[src/rtl/aos_arb_pkg.sv]
// Shared types and default parameter values for the aos request arbiter.
package aos_arb_pkg;

   // Arbiter FSM states
   typedef enum logic [1:0] {
      S_IDLE  = 2'd0,
      S_ISSUE = 2'd1,
      S_WAIT  = 2'd2,
      S_RESP  = 2'd3
   } state_e;

   localparam int DEF_NUM_REQ        = 2;
   localparam int DEF_AOS_ADDR_WIDTH = 1;
   localparam int DEF_AXI_DATA_WIDTH = 32;
   localparam int DEF_RD_LATENCY     = 1;
   localparam int DEF_TIMEOUT        = 255;

   // Width of a requester index; a lone requester still needs one bit.
   function automatic int idx_width(input int n);
      return (n > 1) ? $clog2(n) : 1;
   endfunction

endpackage

[src/rtl/aos_rr_pick.sv]
// Round-robin winner selection: the first set request at or after the
// pointer, wrapping past the top requester back to zero.
module aos_rr_pick
   import aos_arb_pkg::*;
#(
   parameter int NUM_REQ = DEF_NUM_REQ,
   parameter int IDX_W   = idx_width(NUM_REQ)
) (
   input  logic [NUM_REQ-1:0] req_i,
   input  logic [IDX_W-1:0]   ptr_i,
   output logic [NUM_REQ-1:0] onehot_o,
   output logic               any_o
);

   // Scan requesters in rotated order starting at the pointer; first hit wins.
   always_comb begin
      int             j;
      logic [IDX_W-1:0] jx;
      onehot_o = '0;
      any_o    = 1'b0;
      j        = 0;
      jx       = '0;
      for (int i = 0; i < NUM_REQ; i++) begin
         j = int'(ptr_i) + i;
         if (j >= NUM_REQ) begin
            j = j - NUM_REQ;
         end
         jx = IDX_W'(j);
         if (!any_o && req_i[jx]) begin
            any_o        = 1'b1;
            onehot_o[jx] = 1'b1;
         end
      end
   end

endmodule

[src/rtl/aos_arb.sv]
// Arbiter sharing one aos stream port between NUM_REQ requesters: latches
// one winner at a time, issues it on the stream, waits RD_LATENCY cycles for
// read data and returns a one-cycle response to the owner. A stalled issue
// is aborted after TIMEOUT cycles with an error response.
module aos_arb
   import aos_arb_pkg::*;
#(
   parameter int NUM_REQ        = DEF_NUM_REQ,
   parameter int AOS_ADDR_WIDTH = DEF_AOS_ADDR_WIDTH,
   parameter int AXI_DATA_WIDTH = DEF_AXI_DATA_WIDTH,
   parameter int RD_LATENCY     = DEF_RD_LATENCY,
   parameter int TIMEOUT        = DEF_TIMEOUT
) (
   input  logic                                clk,
   input  logic                                rst,
   input  logic [NUM_REQ-1:0]                  req_i,
   input  logic [NUM_REQ*AOS_ADDR_WIDTH-1:0]   addr_i,
   input  logic [NUM_REQ*AXI_DATA_WIDTH-1:0]   wdata_i,
   output logic [NUM_REQ-1:0]                  gnt_o,
   output logic [NUM_REQ-1:0]                  rvalid_o,
   output logic [AXI_DATA_WIDTH-1:0]           rdata_o,
   output logic                                err_o,
   output logic                                busy_o,
   output logic                                aos_valid_o,
   output logic [AOS_ADDR_WIDTH-1:0]           aos_addr_o,
   output logic [AXI_DATA_WIDTH-1:0]           aos_wdata_o,
   input  logic                                aos_ready_i,
   input  logic [AXI_DATA_WIDTH-1:0]           aos_rdata_i
);

   localparam int IDX_W = idx_width(NUM_REQ);
   localparam int LAT_W = $clog2(RD_LATENCY + 1);
   localparam int TO_W  = $clog2(TIMEOUT + 1);

   // One-hot vector with the bit of requester idx set.
   function automatic logic [NUM_REQ-1:0] onehot(input logic [IDX_W-1:0] idx);
      return NUM_REQ'(1) << idx;
   endfunction

   // Index of the set bit of a one-hot vector.
   function automatic logic [IDX_W-1:0] oh2idx(input logic [NUM_REQ-1:0] oh);
      logic [IDX_W-1:0] idx;
      idx = '0;
      for (int i = 0; i < NUM_REQ; i++) begin
         if (oh[i]) begin
            idx = IDX_W'(i);
         end
      end
      return idx;
   endfunction

   // Requester after idx, wrapping, so the last winner becomes lowest priority.
   function automatic logic [IDX_W-1:0] ptr_after(input logic [IDX_W-1:0] idx);
      if (int'(idx) >= NUM_REQ - 1) begin
         return '0;
      end
      return idx + IDX_W'(1);
   endfunction

   state_e                     state_q;
   logic [IDX_W-1:0]           rr_ptr_q;
   logic [IDX_W-1:0]           win_q;
   logic [LAT_W-1:0]           lat_q;
   logic [TO_W-1:0]            to_q;
   logic                       aos_valid_q;
   logic [AOS_ADDR_WIDTH-1:0]  addr_q;
   logic [AXI_DATA_WIDTH-1:0]  wdata_q;
   logic [AXI_DATA_WIDTH-1:0]  rdata_q;
   logic [NUM_REQ-1:0]         rvalid_q;
   logic                       err_q;

   logic [NUM_REQ-1:0]         pick_oh;
   logic                       pick_any;
   logic [AOS_ADDR_WIDTH-1:0]  sel_addr;
   logic [AXI_DATA_WIDTH-1:0]  sel_wdata;
   logic                       handshake;

   aos_rr_pick #(
      .NUM_REQ (NUM_REQ),
      .IDX_W   (IDX_W)
   ) u_pick (
      .req_i    (req_i),
      .ptr_i    (rr_ptr_q),
      .onehot_o (pick_oh),
      .any_o    (pick_any)
   );

   // Route the winning requester's address and write data (AND-OR mux).
   always_comb begin
      sel_addr  = '0;
      sel_wdata = '0;
      for (int i = 0; i < NUM_REQ; i++) begin
         if (pick_oh[i]) begin
            sel_addr  = sel_addr  | addr_i[i*AOS_ADDR_WIDTH +: AOS_ADDR_WIDTH];
            sel_wdata = sel_wdata | wdata_i[i*AXI_DATA_WIDTH +: AXI_DATA_WIDTH];
         end
      end
   end

   assign handshake = aos_valid_q & aos_ready_i;

   // Arbitration FSM with its counters, latched request and registered outputs.
   always_ff @(posedge clk or posedge rst) begin
      if (rst) begin
         state_q     <= S_IDLE;
         rr_ptr_q    <= '0;
         win_q       <= '0;
         lat_q       <= '0;
         to_q        <= '0;
         aos_valid_q <= 1'b0;
         addr_q      <= '0;
         wdata_q     <= '0;
         rdata_q     <= '0;
         rvalid_q    <= '0;
         err_q       <= 1'b0;
      end else begin
         rvalid_q <= '0;
         err_q    <= 1'b0;
         case (state_q)
            S_IDLE: begin
               if (pick_any) begin
                  win_q       <= oh2idx(pick_oh);
                  addr_q      <= sel_addr;
                  wdata_q     <= sel_wdata;
                  to_q        <= '0;
                  aos_valid_q <= 1'b1;
                  state_q     <= S_ISSUE;
               end
            end
            S_ISSUE: begin
               if (handshake) begin
                  aos_valid_q <= 1'b0;
                  lat_q       <= LAT_W'(RD_LATENCY);
                  state_q     <= S_WAIT;
               end else if (to_q == TO_W'(TIMEOUT - 1)) begin
                  // Abort: no grant, zero data, error response to the owner.
                  aos_valid_q <= 1'b0;
                  rdata_q     <= '0;
                  rvalid_q    <= onehot(win_q);
                  err_q       <= 1'b1;
                  state_q     <= S_RESP;
               end else begin
                  to_q <= to_q + TO_W'(1);
               end
            end
            S_WAIT: begin
               if (lat_q == LAT_W'(1)) begin
                  rdata_q  <= aos_rdata_i;
                  lat_q    <= '0;
                  rvalid_q <= onehot(win_q);
                  state_q  <= S_RESP;
               end else begin
                  lat_q <= lat_q - LAT_W'(1);
               end
            end
            S_RESP: begin
               rr_ptr_q <= ptr_after(win_q);
               state_q  <= S_IDLE;
            end
            default: begin
               state_q <= S_IDLE;
            end
         endcase
      end
   end

   // Grant is the handshake itself, so it coincides with aos_ready_i rising.
   assign gnt_o       = handshake ? onehot(win_q) : '0;
   assign rvalid_o    = rvalid_q;
   assign rdata_o     = rdata_q;
   assign err_o       = err_q;
   assign busy_o      = (state_q != S_IDLE);
   assign aos_valid_o = aos_valid_q;
   assign aos_addr_o  = addr_q;
   assign aos_wdata_o = wdata_q;

endmodule

[config.mk]
export PLATFORM = sky130hd
export DESIGN_NAME = aos_arb
export DESIGN_NICKNAME = d
export VERILOG_FILES = /design/src/rtl/aos_arb_pkg.sv /design/src/rtl/aos_rr_pick.sv /design/src/rtl/aos_arb.sv
export SDC_FILE = /design/constraint.sdc
export NUM_CORES = 1
export LEC_CHECK = 0
export CAP_MARGIN = 20
export CORE_MARGIN = 4
export CORE_UTILIZATION = 43
export DETAILED_ROUTE_END_ITERATION = 16
export PLACE_DENSITY = 0.81
export SLEW_MARGIN = 20
export SYNTH_ARGS = -nofsm -noshare
export SYNTH_HDL_FRONTEND = slang
export SYNTH_SLANG_ARGS = --single-unit
[constraint.sdc]
create_clock -name clk -period 4.25 [get_ports clk]
set_input_delay 1.275 -clock clk [delete_from_list [all_inputs] [get_ports clk]]
set_output_delay 1.275 -clock clk [all_outputs]
set_load 0.005 [all_outputs]
# == Word-level counts from Yosys, hierarchy flattened ==
# Cells that the tools add are included.
# W data, S select, Z words.
# totals
in_bits,103
elab_cells,105
regBits,82
# op_classes
addsub,6
muxes,51
n_lt_le_gt_ge,7
bitwise,4
eq_ne,11
reduce_logical,14
n_shift,1
# op_table
op,count
$mux W32,5
$pmux W32 S2,1
$or A32 B32 Y32,1
$mux W1,25
$mux W8,3
$mux W2,10
$pmux W8 S2,1
$ne A2 B2 Y1 const B,6
$add A8 B1 Y8 const B,1
$eq A8 B8 Y1 const B,1
$pmux W2 S4,1
$reduce_and A4 Y1,2
$reduce_and A3 Y1,2
$reduce_bool A2 Y1,3
$eq A2 B2 Y1 const B,2
$lt A1 B2 Y1 const B,2
$pmux W1 S2,2
$pmux W2 S2,1
$reduce_and A2 Y1,2
$ge A1 B1 Y1 const B,3
$logic_and A1 B1 Y1,3
$ne A3 B3 Y1 const B,1
$sub A1 B1 Y1 const B,3
$add A1 B1 Y2 const B,1
11 further kinds,12

# == Logic depth before layout (Yosys ltp) ==
# Gate-level depths: netlist of run 1.
# depth
ltp_word,12
mapped_depth,8

# == By module ==
# From an unflattened synthesis of run 1, not the netlist that was laid out.
# hier_totals
cells_unflattened,393
hier_area_um2,3729.8
# by_module_without_submodules
module,area_each_um2,n_inst,cells_each
aos_arb,3704.8,1,389
aos_rr_pick,25.0,1,4

# == Worst setup path before layout of run 1 ==
# No wires, ideal clock.
# synth_timing
kind,input-to-output
from,in aos_ready_i
to,out gnt_o[1]
path_slack_ns,1.533
cell_stages,1
required_time_ns,2.975
t_arrival_ns,1.442
path_cell_list,and3_1
# synth_between
elab_chain_len,2
# synth_rtl
element,line,source
"start, declared",aos_arb.sv:27,"input logic aos_ready_i,"
$and A1 B1 Y1,aos_arb.sv:100,assign handshake = aos_valid_q & aos_ready_i;
$mux W2,aos_arb.sv:168,assign gnt_o = handshake ? onehot(win_q) : '0;
"end, declared",aos_arb.sv:19,"output logic [NUM_REQ-1:0] gnt_o,"
# No other way between the ends.

# == Worst setup path after layout of run 1 ==
# layout_timing
from,in aos_ready_i
to,out gnt_o[0]
# Same word-level chain as after synthesis.

==> summary.txt, run 1 <==
Status
  – Status: completed

Critical path
  – Worst Path Required: 2.97 ns
  – Reg2Reg Launch Point: state_q[1]
  – Worst Path Class, Setup: in -> out
  – Worst R2R End: rdata_o[21]
  – R2r worst-path depth: 7
  – Startpoint Class: input port
  – R2R Setup Slk: 1.79 ns
  – CP endpoint kind: primary output
  – Max FO, Critical Path: 6
  – Data arrival, critical path: 2.51 ns

Min path
  – Worst Hold Launch: aos_wdata_o[7]
  – Worst Hold Path Cells: 2
  – Worst hold endpoint: aos_wdata_o[7]
  – Hold Path Class: reg -> reg

Floorplan
  – Area of the core: 9280 um2
  – I/O pin count: 175
  – Vert. Die Dim: 106 um
  – Chip width: between 100 and 150 um
  – Initial Util: between 40% and 50%
  – Die ar.: 11200 um2
  – # rows: 35

STA
  – Final Max Slew Viols: 0
  – Final count of hold timing violations: 0
  – Setup Skew: 0.00738 ns
  – Relative max-transition margin: 34.9%
  – Setup TNS: 0 ns
  – RSZ-0062 raised after global routing: false
  – Final worst slack: 0.461 ns
  – Final Cycle Share: 89.2%
  – # setup viols final: 0
  – Hold Slack: ~0.49 ns
  – Tightest Pin Transition: 0.968 ns
  – Max Clk Rate: ~260 MHz
  – Period minus WS final: 3.79 ns

Layout
  – Post-route core utilization: 67.2%
  – Area growth, synth to finish: 51.4%
  – Share of layout cells above drive strength 1: 6.74%
  – Post-Layout Cell Count: 693
  – Design Area, Final: 6240 um2
  – Number of diodes: 0
  – Layout fillers: 726
  – NumNets Final: 668

Power and ir drop
  – Pleak: 2.92 nW
  – PnR Total Power: roughly 1.5 mW
  – P per Cell Area: around 250 nW/um2
  – VDD IR max: 0.164 mV

Synth
  – Number of synthesized flops with an enable pin: 0
  – Cells after Synth: 398
  – Top-count cell post-synth: dfrtp_1
  – Mapped Area: 4120 um2
  – Mean area per synthesized cell: 10.4 um2
  – Post-synth top area cell: dfrtp_1
  – Syn nets: between 500 and 600
  – Yosys cell types: 41
  – Flops & latches, synth: 82
  – Post-synth top area share: 49.8%
  – Dominant cells by area after synthesis: dfrtp_1, a22o_1, a21o_1
  – Warnings, synthesis: 0
  – Seq/Total Area, Yosys: 49.8%
  – Asr flop ratio synth: 100%
  – Synth top cells by count: dfrtp_1, a22o_1, nand2_1, o21ai_0, a21o_1
  – Main synth FF type: dfrtp_1

CTS
  – CTS buffer count: 9
  – Root Buffer: clkbuf_8
  – Hold-fix buffers at CTS: 0
  – CTS sink cnt: 82
  – Clk_lat worst skew: 0.34 ns
  – CTS clk-pin slew, worst paths: ~0.07 ns
  – Setup Buffers After CTS: 0
  – Post-cts sizing count: 0
  – CTS max path bufs: 2
  – CTS H-tree lvls: 3
  – CTS tree: done

Global route
  – Vias in the first global route: 3802
  – Grt total ovfl: 0
  – Largest net degree at the start of global routing: 54
  – Initial antenna violation count: 0
  – First-pass GRT wire length: slightly below 20000 um
  – Global Route Usage Sum: about a fifth

Placement
  – Cell count after placement: 677
  – Placed Area: about 6000 um2
  – Pre-CTS WS: 0.463 ns
  – Detail Placement HPWL: 8700 um
  – Routability cong.: between 0.7 and 0.8
  – # port buffers: 174

Drt
  – Post-DR vias/cell: about 5.6
  – Post-route ant nets: 0
  – DRT iter0 DRCs: approximately 190
  – Final wirelength: 12000 um
  – Wire length per cell: 17.3 um
  – DRC: 0
  – Vias: about 3900
  – DR pass1 iterations: 5

Job
  – Max-Cap Viols: 0
flip-flops by register name, summed over array words and instances, names as in the netlist:
signal,cells
aos_addr_o,1
aos_valid_o,1
aos_wdata_o,32
err_o,1
lat_q,1
rdata_o,32
rr_ptr_q,1
rvalid_o,2
state_q,2
to_q,8
win_q,1
worst max-delay path by stage:
| stage | from | to | slack, ns | depth (start not counted) |
|---|---|---|---|---|
| 2_1_floorplan | rst | aos_addr_o | 0.87 | 1 |
| 3_3_place_gp | aos_ready_i | gnt_o[0] | 0.48 | 4 |
| 3_5_place_dp | aos_ready_i | gnt_o[0] | 0.46 | 4 |
| 4_1_cts | aos_ready_i | gnt_o[0] | 0.46 | 4 |
| 5_1_grt | aos_ready_i | gnt_o[0] | 0.39 | 4 |
| 6_report | aos_ready_i | gnt_o[0] | 0.46 | 4 |
cells by family after synthesis:
logic type / after synthesis / synth area share, %
AOI/OAI and AO/OA: 191 / 34.6
DFF: 82 / 49.8
and+or+nand+nor: 73 / 8.90
buffers and inverters: 43 / 4.07
adders and majority gates: 6 / 1.82
muxes: 3 / 0.759
cell usage in the layout, fill, tap and decap left out, types with 3 or more instances in the layout:
cell and instances:
nor2_1 8, clkinv_2 3, a31oi_1 3, buf_4 7, ha_1 6, a21oi_1 3, and3_1 5, a211oi_1 3
dfrtp_1 82, nor3_1 4, inv_1 8, a21o_1 34, a22oi_1 33, a22o_1 65, nand4_1 4, clkbuf_8 10
clkdlybuf4s50_1 174, nand2_1 37, o21ai_0 37
routing by layer:
layer,GRT usage (%),part of all wire (%),vias to the layer above
met3,8.08,10,13
met5,0,0,-
met1,27.3,42,1901
li1,-,-,1828
met2,33.4,47,170
met4,6.29,1.5,0
cell type report:
cell class | instances | area (um2) | area share, %
Timing Repair Buffer | 183 | 1830 | 29.4
Tap cell | 129 | 161 | 2.59
Inverter | 10 | 38.8 | 0.622
Clock buffer | 11 | 141 | 2.27
Clock inverter | 5 | 77.6 | 1.24
Multi-Input combinational cell | 273 | 1930 | 31.0
Sequential cell | 82 | 2050 | 32.9
power breakdown:
group	total (mW)	leakage, nW	switching (mW)	internal, mW
clock	0.618	0.109	0.272	0.345
combinational	0.151	1.69	0.0527	0.0981
sequential	0.779	1.13	0	0.779
worst max-delay path, stage by stage:
cell             delay [ns]
clkdlybuf4s50_1        0.54
nand2_1                0.09
nor2_1                 0.09
clkdlybuf4s50_1        0.51
Note: power is estimated with default switching activity, not from simulation.
==> inputs of run 2 (changes only) <==
--- a/config.mk
+++ b/config.mk
@@ -5,6 +5,7 @@
 export SDC_FILE = /design/constraint.sdc
 export NUM_CORES = 1
 export LEC_CHECK = 0
+export ABC_AREA = 1
 export CAP_MARGIN = 20
 export CORE_MARGIN = 4
 export CORE_UTILIZATION = 43
==> constraint.sdc (replaced) <==
create_clock -name clk -period 4.25 [get_ports clk]
set_input_delay 0.425 -clock clk [delete_from_list [all_inputs] [get_ports clk]]
set_output_delay 0.425 -clock clk [all_outputs]
set_load 0.005 [all_outputs]
==> run 2 against run 1 <==
Effect of this change: core utilization fell by 1.4 points; critical endpoint is now busy_o; sequential power increased by 63%; maximum frequency grew 71%; highest routed layer unchanged; clock skew up 0.00066 ns; critical path depth unchanged; combinational power increased to 11 times the previous value; largest cell class unchanged; first-iteration DRC count is 13% higher; sequential share of layout area up 0.41 points; largest power group is now combinational cells.
==> summary.txt, run 2 <==
Synth
  – Seq/Total Area, Yosys: 48.9%
  – Main synth FF type: dfrtp_1
  – Asr flop ratio synth: 100%
  – Mapped Area: between 4000 and 5000 um2
  – Yosys cell types: 24
  – Post-synth top area share: around half
  – Cells after Synth: 533
  – Top-count cell post-synth: nand2_1
  – Syn nets: about 640
  – Warnings, synthesis: 0
  – Synth top cells by count: nand2_1, inv_1, dfrtp_1, nand3_1, o21ai_0
  – Dominant cells by area after synthesis: dfrtp_1, nand2_1, inv_1
  – Post-synth top area cell: dfrtp_1
  – Mean area per synthesized cell: 7.87 um2
  – Number of synthesized flops with an enable pin: 0
  – Flops & latches, synth: 82

CTS
  – CTS H-tree lvls: 3
  – Hold-fix buffers at CTS: 0
  – Setup Buffers After CTS: 0
  – Post-cts sizing count: 0
  – CTS tree: done
  – Clk_lat worst skew: 0.34 ns
  – CTS buffer count: 9
  – CTS sink cnt: 82
  – CTS clk-pin slew, worst paths: 0.08 ns
  – Root Buffer: clkbuf_8
  – CTS max path bufs: 2

STA
  – Tightest Pin Transition: 1.03 ns
  – Final Max Slew Viols: 0
  – Period minus WS final: about 2.2 ns
  – # setup viols final: 0
  – Max Clk Rate: ~450 MHz
  – Setup TNS: 0 ns
  – Setup Skew: 0.00805 ns
  – Relative max-transition margin: 31.4%
  – Final Cycle Share: a little over half
  – Final count of hold timing violations: 0
  – RSZ-0062 raised after global routing: false

Critical path
  – CP endpoint kind: primary output
  – Worst Path Class, Setup: reg -> out
  – Data arrival, critical path: between 1.5 and 2 ns
  – Worst Path Required: ~3.8 ns
  – Max FO, Critical Path: 4
  – CP peak stage delay: 0.56 ns
  – CP dominant cell by count: inv_1
  – Crit path cell chain: inv_1, ha_1, inv_1, clkdlybuf4s50_1
  – Critical-path top delay cell: clkdlybuf4s50_1
  – Startpoint Class: flop

Layout
  – NumNets Final: 808
  – Number of diodes: 0
  – Most common cell after layout, fill and taps aside: nand2_1
  – Area growth, synth to finish: 46.9%
  – Layout fillers: 813
  – Design Area, Final: 6160 um2
  – Share of layout cells above drive strength 1: under 10%
  – Most frequent cells in the layout: nand2_1, clkdlybuf4s50_1, inv_1

Power and ir drop
  – PnR Total Power: 3.46 mW
  – P per Cell Area: 562 nW/um2
  – VDD IR max: about 0.30 mV
  – Pleak: 3.05 nW

Global route
  – First-pass GRT wire length: 19300 um
  – Initial antenna violation count: 0
  – Vias in the first global route: 3950
  – Global Route Usage Sum: between 20% and 30%
  – Largest net degree at the start of global routing: between 50 and 60
  – Grt total ovfl: 0

Floorplan
  – Initial Util: 44.8%
  – Area of the core: 9370 um2
  – Die ar.: 11400 um2
  – Vert. Die Dim: 107 um
  – # rows: 35
  – I/O pin count: 175
  – Chip width: 107 um

Drt
  – Post-route ant nets: 0
  – DRC: 0
  – Final wirelength: 12000 um
  – Post-DR vias/cell: a little under 5
  – DRT iter0 DRCs: between 200 and 250
  – Vias: between 4000 and 5000
  – Wire length per cell: 14.4 um
  – DR pass1 iterations: 5

Placement
  – # port buffers: roughly 170
  – Placed Area: 5980 um2
  – Detail Placement HPWL: 9110 um
  – Routability cong.: 0.848

Min path
  – Hold Path Class: reg -> reg

Job
  – Max-Cap Viols: 0

Status
  – Status: completed
-- run 2: cell count changes in the layout (fill, tap and decap cells not counted), moves of 12 or more --
cell / before / now
a21o_1: 34 / 0
a22o_1: 65 / 0
a22oi_1: 33 / 0
inv_1: 8 / 83
nand2_1: 37 / 187
nand3_1: 1 / 42
nor2_1: 8 / 20
o21ai_2: 0 / 30
-- run 2: layout make-up --
cell class,instances,area [um2],area share [%]
clock inverter,3,23.8,0.386
tap,129,161,2.62
multi-input combinational,342,1680,27.3
inverter,87,328,5.32
timing repair buffer,177,1760,28.6
sequential,82,2050,33.3
clock buffer,13,149,2.42
-- run 2: layer usage --
layer	share of wire [%]	global-route usage, %
met2	51	36.3
met5	0	0
met3	5.1	3.49
met4	4.3	11.1
met1	39	25.5
-- run 2: logic make-up after synthesis --
kind of cell / count (synthesis) / share of synthesized area [%]
and+or+nand+nor: 259 / 26.1
adders and majority gates: 6 / 1.79
DFF: 82 / 48.9
AOI/OAI and AO/OA: 76 / 11.9
xor gates and xnor gates: 1 / 0.209
buffers and inverters: 109 / 11.1
-- run 2: report_power, final --
group	internal, mW	total, mW	leakage [nW]	switching [mW]
combinational	0.830	1.69	1.90	0.860
sequential	1.08	1.27	1.08	0.186
clock	0.232	0.509	0.0803	0.277
-- run 2: worst max-delay path: cells and delay by family, from the launching register on --
family	cells	cell delay (ns)
adder cells (fa/ha/maj)	1	0.26
flip-flops	1	0.41
buffers and inverters	3	0.78
-- run 2: per-stage QoR --
stage          setup WS, ns  cells  hold WS (ns)  utilization (%)
6_report               2.04    833         0.482             65.8
4_1_cts                1.88    833         0.486             65.7
2_1_floorplan          1.72    533         0.467                -
3_3_place_gp           1.59    817         0.463             63.8
3_5_place_dp           1.51    817         0.464             63.8
5_1_grt                1.88    833         0.514             65.8
-- run 2: path summary, 6_finish.rpt --
path | startpoint | endpoint | slack (ns) | cells after the start
max | state_q[0] | busy_o | 2.04 | 4
min | aos_wdata_o[21] | aos_wdata_o[21] | 0.48 | 2
max reg2reg | state_q[1] | rdata_o[3] | 2.10 | 8
min reg2reg | aos_wdata_o[21] | aos_wdata_o[21] | 0.48 | 2
max in group asynchronous | rst | aos_wdata_o[9] | 2.76 | 3
min in group asynchronous | rst | rdata_o[15] | 0.58 | 2
==> inputs of run 3 (changes only) <==
==> constraint.sdc (replaced) <==
create_clock -name clk -period 2.3 [get_ports clk]
set_input_delay 0.23 -clock clk [delete_from_list [all_inputs] [get_ports clk]]
set_output_delay 0.23 -clock clk [all_outputs]
set_load 0.005 [all_outputs]
==> run 3 against run 2 <==
Effect of this change: core utilization grew 0.80 points; first-iteration DRC count fell by 7.1%; sequential cell count did not move; clock power up 120%; sequential power rose by 83%; combinational power rose by 88%; critical path type is now reg -> reg; highest routed layer unchanged.
==> summary.txt, run 3 (same netlist as run 2, synthesis figures left out) <==
CTS
  – Root Buffer: clkbuf_8
  – CTS buffer count: 9
  – CTS clk-pin slew, worst paths: ~0.10 ns
  – CTS sink cnt: 82
  – Hold-fix buffers at CTS: 0
  – CTS tree: done
  – CTS max path bufs: 2
  – Setup Buffers After CTS: 0
  – Post-cts sizing count: 0
  – Clk_lat worst skew: 0.35 ns
  – CTS H-tree lvls: 3

Drt
  – Wire length per cell: 14.5 um
  – Final wirelength: 12100 um
  – Post-route ant nets: 0
  – Vias: 4033
  – DR pass1 iterations: 5
  – Met2 WL: 6370 um
  – Routed wl met3: 563 um
  – Met1 WL: 4730 um
  – DRC: 0
  – Top Metal Used: met4
  – Post-DR vias/cell: approximately 4.8
  – DRT iter0 DRCs: 196

Critical path
  – R2R Setup Slk: 0.18 ns
  – Worst Path Class, Setup: reg -> reg
  – Crit path cell chain: inv_1, ha_1, inv_2, nand2_1, nand2_1, inv_2, nand3_2, o21ai_2
  – Critical-path top delay cell: dfrtp_1
  – CP peak stage delay: around 0.44 ns
  – CP endpoint kind: flop
  – Worst R2R End: rdata_o[27]
  – Worst Path Required: 2.57 ns
  – Max FO, Critical Path: 16
  – Reg2Reg Launch Point: state_q[1]
  – R2r worst-path depth: 8
  – Data arrival, critical path: 2.38 ns
  – Startpoint Class: flop

Layout
  – Most common cell after layout, fill and taps aside: nand2_1
  – Share of layout cells above drive strength 1: about a tenth
  – Number of diodes: 0
  – Most frequent cells in the layout: nand2_1, clkdlybuf4s50_1, inv_1
  – NumNets Final: 812
  – Design Area, Final: 6240 um2
  – Post-route core utilization: 66.6%
  – Area growth, synth to finish: 48.7%

Power and ir drop
  – Pleak: 3.09 nW
  – VDD IR max: 0.529 mV
  – P per Cell Area: 1060 nW/um2

Global route
  – Grt total ovfl: 0
  – Global Route Usage Sum: 21.1%
  – Largest net degree at the start of global routing: 83
  – First-pass GRT wire length: 19400 um
  – Vias in the first global route: 4092
  – Initial antenna violation count: 0

STA
  – RSZ-0062 raised after global routing: false
  – Setup TNS: 0 ns
  – Period minus WS final: approximately 2.1 ns
  – Final count of hold timing violations: 0
  – # setup viols final: 0
  – Tightest Pin Transition: 0.552 ns
  – Hold Slack: 0.327 ns
  – Relative max-transition margin: 63.2%
  – Final Cycle Share: 92.0%
  – Max Clk Rate: 473 MHz
  – Final Max Slew Viols: 0
  – Setup Skew: a little under 0.01 ns
  – Final worst slack: ~0.18 ns

Floorplan
  – Area of the core: 9370 um2
  – Initial Util: 44.8%
  – Vert. Die Dim: about 110 um
  – Chip width: 107 um
  – # rows: 35
  – Die ar.: 11400 um2
  – I/O pin count: 175

Placement
  – Routability cong.: 0.834
  – # port buffers: around 170
  – Placed Area: 6020 um2
  – Pre-CTS WS: between 0.15 and 0.2 ns
  – Detail Placement HPWL: 8990 um

Job
  – Max-Cap Viols: 0

Status
  – Status: completed

Min path
  – Hold Path Class: in -> async
-- run 3: final cells by class --
cell class                      instances  area, um2
Tap cell                              129        161
Timing Repair Buffer                  180       1800
Clock buffer                            9        124
Sequential cell                        82       2050
Multi-Input combinational cell        343       1690
Clock inverter                          7       83.8
Inverter                               87        330
Fill cell                             792       3130
-- run 3: how the worst max path moves through the flow --
stage,startpoint,endpoint,slack [ns]
after floorplan,state_q[1],rdata_o[0],0.75
after global placement,state_q[1],rdata_o[4],0.33
after detailed placement,state_q[1],rdata_o[4],0.16
after CTS,state_q[1],rdata_o[4],0.16
after global routing,state_q[1],rdata_o[9],0.05
final,state_q[1],rdata_o[27],0.18
-- run 3: per-stage QoR --
| step | std cells | power, mW |
|---|---|---|
| finish | 837 | 6.60 |
| CTS | 836 | 6.64 |
| floorplan | 533 | 3.97 |
| global placement | 820 | 5.41 |
| global route | 837 | 7.10 |
| detailed placement | 820 | 5.53 |
-- run 3: layer usage --
layer	global-route usage, %	up-vias
met3	3.25	31
met2	38.6	128
met1	24.5	1903
met4	8.77	0
met5	0	-
li1	-	1971
-- run 3: power by group --
part / internal [mW] / switching (mW)
combinational: 1.55 / 1.62
clock: 0.523 / 0.576
sequential: 1.99 / 0.335
-- run 3: critical path: cells and delay by family (launching register included) --
family          cells  cell delay (ns)
buf+inv             3             0.38
compound gates      1             0.28
flops               1             0.44
fa+ha+maj           1             0.30
simple gates        3             0.64
